### config.mk
export PLATFORM = sky130hd
export DESIGN_NAME = mem_arbiter
export DESIGN_NICKNAME = d
export VERILOG_FILES = /design/src/rtl/mem_arbiter.sv
export SDC_FILE = /design/constraint.sdc
export NUM_CORES = 1
export LEC_CHECK = 0
export ABC_CLOCK_PERIOD_IN_PS = 6050
export BUFFER_PORTS_ARGS = -buffer_cell sky130_fd_sc_hd__buf_2
export CAP_MARGIN = 10
export CORE_AREA = 2 2 132 108
export DETAILED_ROUTE_END_ITERATION = 10
export DIE_AREA = 0 0 134 110
export PLACE_DENSITY = 0.79
export SLEW_MARGIN = 20
export SYNTH_ARGS = -nofsm -noshare
export SYNTH_HDL_FRONTEND = slang
export SYNTH_SLANG_ARGS = --single-unit
### constraint.sdc
create_clock -name clk -period 6.05 [get_ports clk]
set_input_delay 0.9075 -clock clk [delete_from_list [all_inputs] [get_ports clk]]
set_output_delay 0.9075 -clock clk [all_outputs]
set_load 0.01 [all_outputs]
### src/rtl/mem_arbiter.sv
// Round-robin arbiter that merges the instruction-fetch and data ports onto one
// memory bus with a single outstanding transaction and a response watchdog.
module mem_arbiter #(
  parameter int unsigned TIMEOUT  = 255,
  parameter logic [31:0] ERR_DATA = 32'hDEADBEEF
) (
  input  logic        clk,
  input  logic        res,
  input  logic        instr_req,
  input  logic [31:0] instr_addr,
  output logic [31:0] instr_read,
  output logic        instr_valid,
  input  logic        data_req,
  input  logic [31:0] data_addr,
  input  logic [31:0] data_write,
  input  logic        data_write_enable,
  input  logic [3:0]  data_be,
  output logic [31:0] data_read,
  output logic        data_valid,
  output logic        mem_req,
  input  logic        mem_gnt,
  output logic [31:0] mem_addr,
  output logic [31:0] mem_wdata,
  output logic        mem_we,
  output logic [3:0]  mem_be,
  input  logic        mem_rvalid,
  input  logic [31:0] mem_rdata,
  output logic        bus_err
);

  typedef enum logic [1:0] {IDLE, REQ, RESP} state_t;

  // Abort is decided one cycle early so the registered pulse lands TIMEOUT+1
  // cycles after the grant.
  localparam logic [15:0] WD_LAST = 16'(TIMEOUT - 1);

  state_t      state_q, state_d;
  logic [15:0] wd_q;
  logic        last_data_q;
  logic        win_data_q;
  logic        instr_elig, data_elig;
  logic        issue, pick_data, resp_ok, resp_abort;

  // A port whose valid is high this cycle was just answered; masking it stops
  // the still-held request from being issued a second time.
  assign instr_elig = instr_req & ~instr_valid;
  assign data_elig  = data_req  & ~data_valid;

  always_ff @(posedge clk or posedge res) begin
    if (res) state_q <= IDLE;
    else     state_q <= state_d;
  end

  // NOTE: every signal gets a default before the case so no path leaves it
  // unassigned, which would otherwise infer a latch.
  always_comb begin
    state_d    = state_q;
    issue      = 1'b0;
    pick_data  = 1'b0;
    resp_ok    = 1'b0;
    resp_abort = 1'b0;
    case (state_q)
      IDLE: begin
        if (instr_elig || data_elig) begin
          issue     = 1'b1;
          pick_data = data_elig & (~instr_elig | ~last_data_q);
          state_d   = REQ;
        end
      end
      REQ: begin
        if (mem_gnt) state_d = RESP;
      end
      RESP: begin
        if (mem_rvalid) begin
          resp_ok = 1'b1;
          state_d = IDLE;
        end else if (wd_q == WD_LAST) begin
          resp_abort = 1'b1;
          state_d    = IDLE;
        end
      end
      default: state_d = IDLE;
    endcase
  end

  // NOTE: sequential state uses non-blocking assignments so every flop samples
  // the pre-edge values regardless of statement order.
  always_ff @(posedge clk or posedge res) begin
    if (res) begin
      mem_req     <= 1'b0;
      mem_addr    <= '0;
      mem_wdata   <= '0;
      mem_we      <= 1'b0;
      mem_be      <= '0;
      instr_valid <= 1'b0;
      data_valid  <= 1'b0;
      bus_err     <= 1'b0;
      instr_read  <= '0;
      data_read   <= '0;
      wd_q        <= '0;
      last_data_q <= 1'b0;
      win_data_q  <= 1'b0;
    end else begin
      instr_valid <= 1'b0;
      data_valid  <= 1'b0;
      bus_err     <= 1'b0;

      if (issue) begin
        mem_req     <= 1'b1;
        win_data_q  <= pick_data;
        last_data_q <= pick_data;
        if (pick_data) begin
          mem_addr  <= data_addr;
          mem_wdata <= data_write;
          mem_we    <= data_write_enable;
          mem_be    <= data_be;
        end else begin
          mem_addr  <= instr_addr;
          mem_wdata <= '0;
          mem_we    <= 1'b0;
          mem_be    <= 4'hF;
        end
      end

      if (state_q == REQ && mem_gnt) begin
        mem_req <= 1'b0;
        wd_q    <= '0;
      end

      // Counter holds once the abort fires, so it can never wrap.
      if (state_q == RESP && !resp_ok && !resp_abort) wd_q <= wd_q + 16'd1;

      if (resp_ok || resp_abort) begin
        bus_err <= resp_abort;
        if (win_data_q) begin
          data_valid <= 1'b1;
          data_read  <= resp_ok ? mem_rdata : ERR_DATA;
        end else begin
          instr_valid <= 1'b1;
          instr_read  <= resp_ok ? mem_rdata : ERR_DATA;
        end
      end
    end
  end

endmodule

* Word-level counts from Yosys, hierarchy flattened
Cells that the tools add are included.
** Cells by class
- Add/subtract/negate cells :: 1
- Equality and inequality tests :: 6
- Muxes and demuxes :: 28
- Bitwise logic cells :: 8
- Reductions and logical operators :: 13
** Operators with widths (number)
- 2-to-1 mux 32 bit :: 3
- 2-to-1 mux 16 bit :: 2
- 2-to-1 mux 1 bit :: 17
- adder 16 x 1 -> 16 bit (second input constant) :: 1
- == test 16 x 8 -> 1 bit (second input constant) :: 1
- 2-to-1 mux 2 bit :: 4
- one-hot mux 2 bit (3 select lines) :: 1
- 2-to-1 mux 4 bit :: 1
- inequality test 2 bit (second input constant) :: 2
- inverter 1 bit :: 4
- AND reduction 2 bit :: 2
- nonzero test 2 bit :: 2
- bitwise AND 1 bit :: 3
- logical AND 1 bit :: 3
- inequality test 3 bit (second input constant) :: 1
- AND reduction 3 bit :: 1
- == test 2 x 1 -> 1 bit (second input constant) :: 1
- == test 2 bit (second input constant) :: 1
- zero test 1 bit :: 2
- zero test 2 bit :: 1
- logical OR 1 bit :: 2
- OR 1 bit :: 1
** Word-level totals
- Register bits :: 156
- Bits of input ports :: 139
- Output and inout port bits :: 137
- Logic and storage cells :: 69

* Logic depth before layout (Yosys ltp)
- Word-level depth :: 8
- Gate-level depth with buffers :: 9
- Gate-level depth less buffers :: 7

* Worst setup path before layout
Ideal clock, no wire load.
- Path kind :: input port to flip-flop
- Start point :: in data_req
- End point :: reg mem_addr[15]
- Library setup time :: 0.132 ns
- Arrival :: 2.042 ns
- Data required time :: 5.918 ns
- Setup slack :: 3.876 ns
- Stages :: 6
- Path buffers :: 2
- Cell sequence :: or4b_4 -> a21oi_2 -> buf_6 -> buf_12 -> mux2i_1 -> o21ai_1
** Between the ends
- Word-level cells in the longest chain between the ends :: 5
- Elaborated cells on any way between the ends :: 8
- Classes of those cells :: 5 x mux; 2 x bitwise; 1 x reduce/logical
** RTL lines
- start: declaration :: line 13 : input logic data_req,
- bitwise AND 1 bit * :: line 47 : assign data_elig = data_req & ~data_valid;
- bitwise AND 1 bit or logical OR 1 bit (tied branches) :: line 66, 64
- 2-to-1 mux 1 bit :: line 64 : if (instr_elig || data_elig) begin
- 2-to-1 mux 1 bit :: line 62 : case (state_q)
- 2-to-1 mux 32 bit :: line 112 : if (pick_data) begin
- end signal: assignment :: line 113 : mem_addr <= data_addr;
- end signal: assignment :: line 118 : mem_addr <= instr_addr;
- end: declaration :: line 22 : output logic [31:0] mem_addr,
Mark *: on every way between the ends. The rest lies on a longest branch, timed or not.
A chain may end at the register's enable or synchronous reset.

* Worst setup path in the final report
- Start point :: in data_req
- End point :: reg mem_addr[30]
The elaborated chain is that of the path after synthesis.

==> flow_metrics.tcl <==
set metrics [dict create \
    pre_cts_ws_ns 2.74 \
    synth_top_family_by_area "compound AO/OA/AOI/OAI gates" \
    postCtsHoldBufs 0 \
    final_util_pct 61.5 \
    synthSimpleGateAreaFrac_pct 7.95 \
    dp_hpwl_mm 11.4 \
    nNetsFinal 889 \
    clk-insertion-delay-late_ns 0.42 \
    hold_slack_ns 0.473 \
    period_share_pct 47.8 \
    path_cells "buf_2, or4b_4, a21oi_4, buf_4, mux2i_1, o21ai_0" \
    grt_pass1_vias 5009 \
    vias 4978 \
    diodes 0 \
    clkTransAtPathRegs_ns 0.06 \
    fin_setup_tns_ns 0 \
    fin_ws_ns 3.16 \
    ir_drop_mv 0.312 \
    slew_headroom_pct 35.3 \
    ys.flop_type "dfrtp_1" \
    critPathCapture "mem_addr[30]$_DFFE_PP0P_" \
    synth_edf_count 0 \
    r2r_start "state_q[0]$_DFFE_PP0P_" \
    critPathLaunch "data_req" \
    htree_levels 4 \
    synth-compound-area-share_pct 18.5 \
    wl_per_cell_um 17.0 \
    start_util_pct 46.5 \
    seq_area_um2 3900 \
    p_leak_nw 4.14 \
    grt_antenna_before_repair 0 \
    end_kind "register" \
    die-area_um2 14700 \
    min_period_ns 2.89 \
    syn_area_per_cell_um2 12.9 \
    critPathMaxFanout 33 \
    numCtsBuffers 17 \
    cp_data_arrival_time_ns 3.13 \
    synthXorXnorAreaFrac_pct 0 \
    muxShareOfSynthArea_pct 6.92 \
    synthCells 483 \
    regToRegSetupSlack_ns 3.23 \
    drtAntennaViolNets 0 \
    maxCapViolCount 0 \
    die_y_um 110 \
    synthAdderAreaFrac_pct 0.403 \
    io-pin-count 276 \
    drive_gt1_share_pct 41.9 \
    cts_sinks 156 \
    synth_seq_cells 156 \
    cp.required_ns 6.29 \
    io_buffers 275 \
    rr_endpoint "mem_addr[30]$_DFFE_PP0P_" \
    clock_skew_ns 0.00695 \
    cts_tree "built" \
    worstHoldPathType "reg -> reg" \
    setup_viol 0 \
    routed_wl_mm 16.0 \
    p_per_area_nw_per_um2 532 \
    cts_resized 0 \
    ff2ff_path_depth 5 \
    rows 38 \
    grt_overflow 0 \
    gp_congestion 0.858 \
    rsz0062_at_grt "no" \
    nFillCells 1076 \
    tightest_slew_ns 0.969 \
    die_w_um 134 \
    clockRootBuffer "clkbuf_16" \
    slowest_stage "a21oi_4" \
    yosysWarnings 0 \
    status "complete, no violations" \
    hold_viol 0 \
    drt_iter0_markers 235 \
    crit_type "in -> reg" \
    post_cts.repair.setup_buffers 0 \
    dr.pass1.iters 4 \
    drcViolationCount 0 \
    core_um2 13400 \
    fmax_mhz 346 \
    grt_max_degree 101 \
    crit_path_start_kind "primary input" \
    netlist_area_um2 6220 \
    final_max_slew_viol_count 0 \
    async_flop_share_pct 100 \
    via_per_inst 5.29 \
    syn-num-nets 624 \
    crit_path_max_incr_delay_ns 0.66 \
    ys_seq_area_share_pct 62.8 \
    area_growth_pct 32.3 \
    grt_first_pass_wirelength_mm 24.7 \
    yosys.cell_types.count 41 \
    cts_buffer_depth 2 \
    multi_input_area_um2 2120 \
    grt_use_total_pct 21.5 \
]
## worst min-delay path by stage
stage | startpoint | endpoint | slack (ns) | depth (start not counted)
2_1_floorplan | wd_q[13]$_DFFE_PP0P_ | wd_q[13]$_DFFE_PP0P_ | 0.45 | 1
3_3_place_gp | mem_req$_DFFE_PP0P_ | mem_req$_DFFE_PP0P_ | 0.46 | 2
3_5_place_dp | mem_req$_DFFE_PP0P_ | mem_req$_DFFE_PP0P_ | 0.46 | 2
4_1_cts | mem_addr[2]$_DFFE_PP0P_ | mem_addr[2]$_DFFE_PP0P_ | 0.48 | 2
5_1_grt | mem_req$_DFFE_PP0P_ | mem_req$_DFFE_PP0P_ | 0.51 | 2
6_report | mem_req$_DFFE_PP0P_ | mem_req$_DFFE_PP0P_ | 0.47 | 2
## critical path, delay by kind of cell
family	cells	cell delay [ns]
compound gates	2	0.77
buf+inv	2	0.69
simple gates	1	0.48
mux	1	0.23
## layout make-up
| class | instances | area share (%) |
|---|---|---|
| Clock inverter | 12 | 1.38 |
| Multi-Input combinational cell | 290 | 25.8 |
| Sequential cell | 156 | 47.5 |
| Timing Repair Buffer | 278 | 17.0 |
| Clock buffer | 20 | 5.31 |
| Inverter | 5 | 0.289 |
| Tap cell | 180 | 2.74 |
## layout by cell type (no fill, tap or decap), types with 3 or more instances in the layout
cell,n
buf_2,275
dfrtp_1,156
nand2_1,53
o22a_1,52
a22o_1,49
mux2i_1,43
o21ai_1,20
clkbuf_16,17
o21ai_0,15
nand4_1,8
nand3_1,8
nand2b_1,5
nor2b_1,4
nor2_1,4
and3_1,4
inv_6,4
clkinvlp_4,4
clkbuf_1,3
buf_4,3
## synth_stat cells, types with 2 or more instances
| cell type | instances | area (um2) |
|---|---|---|
| buf_12 | 2 | 40.0 |
| inv_2 | 2 | 7.51 |
| nand2_1 | 53 | 199 |
| o211ai_1 | 2 | 15.0 |
| nor2b_1 | 4 | 25.0 |
| ha_1 | 2 | 25.0 |
| nand2b_1 | 5 | 31.3 |
| o21ai_1 | 21 | 105 |
| o31ai_1 | 2 | 15.0 |
| o22a_1 | 52 | 455 |
| inv_1 | 3 | 11.3 |
| buf_2 | 5 | 25.0 |
| and3_1 | 4 | 25.0 |
| and2_1 | 2 | 12.5 |
| buf_4 | 7 | 52.6 |
| mux2i_1 | 43 | 430 |
| nand3_1 | 8 | 40.0 |
| clkbuf_1 | 16 | 60.1 |
| nor2_1 | 4 | 15.0 |
| nand4_1 | 8 | 50.1 |
| a22o_1 | 49 | 429 |
| o21ai_0 | 15 | 75.1 |
| dfrtp_1 | 156 | 3900 |
## through the flow
stage | total power [mW] | cell area (um2) | std cells
final | 4.38 | 8220 | 941
after floorplan | 2.74 | 6220 | 483
after global placement | 3.33 | 7670 | 909
after detailed placement | 3.41 | 7670 | 909
after CTS | 4.43 | 8220 | 941
after global routing | 4.64 | 8220 | 941
## sequential cells by signal (all words and copies together) (netlist names), 2 cells and up
| signal | cells |
|---|---|
| wd_q | 16 |
| mem_be | 4 |
| state_q | 2 |
| mem_addr | 32 |
| mem_wdata | 32 |
| instr_read | 32 |
| data_read | 32 |
## report_power, final
part | internal [mW] | switching, mW | total [mW]
Sequential | 1.51 | 0.261 | 1.77
Combinational | 0.755 | 0.860 | 1.61
Clock | 0.569 | 0.424 | 0.993
## logic make-up after synthesis
| kind of cell | Yosys count |
|---|---|
| AOI/OAI and AO/OA | 148 |
| DFF | 156 |
| adders and majority gates | 2 |
| muxes | 43 |
| and+or+nand+nor | 97 |
| buffers and inverters | 37 |
## layer usage
| metal | routed length (um) | vias to the layer above | global-route usage, % | share of wire, % |
|---|---|---|---|---|
| met3 | 1270 | 28 | 6.95 | 7.9 |
| met1 | 6720 | 2437 | 27.1 | 42 |
| met5 | 0 | - | 0 | 0 |
| met2 | 7680 | 192 | 34.7 | 48 |
| li1 | - | 2321 | - | - |
| met4 | 310 | 0 | 9.04 | 1.9 |
(Power assumes the default switching activity.)
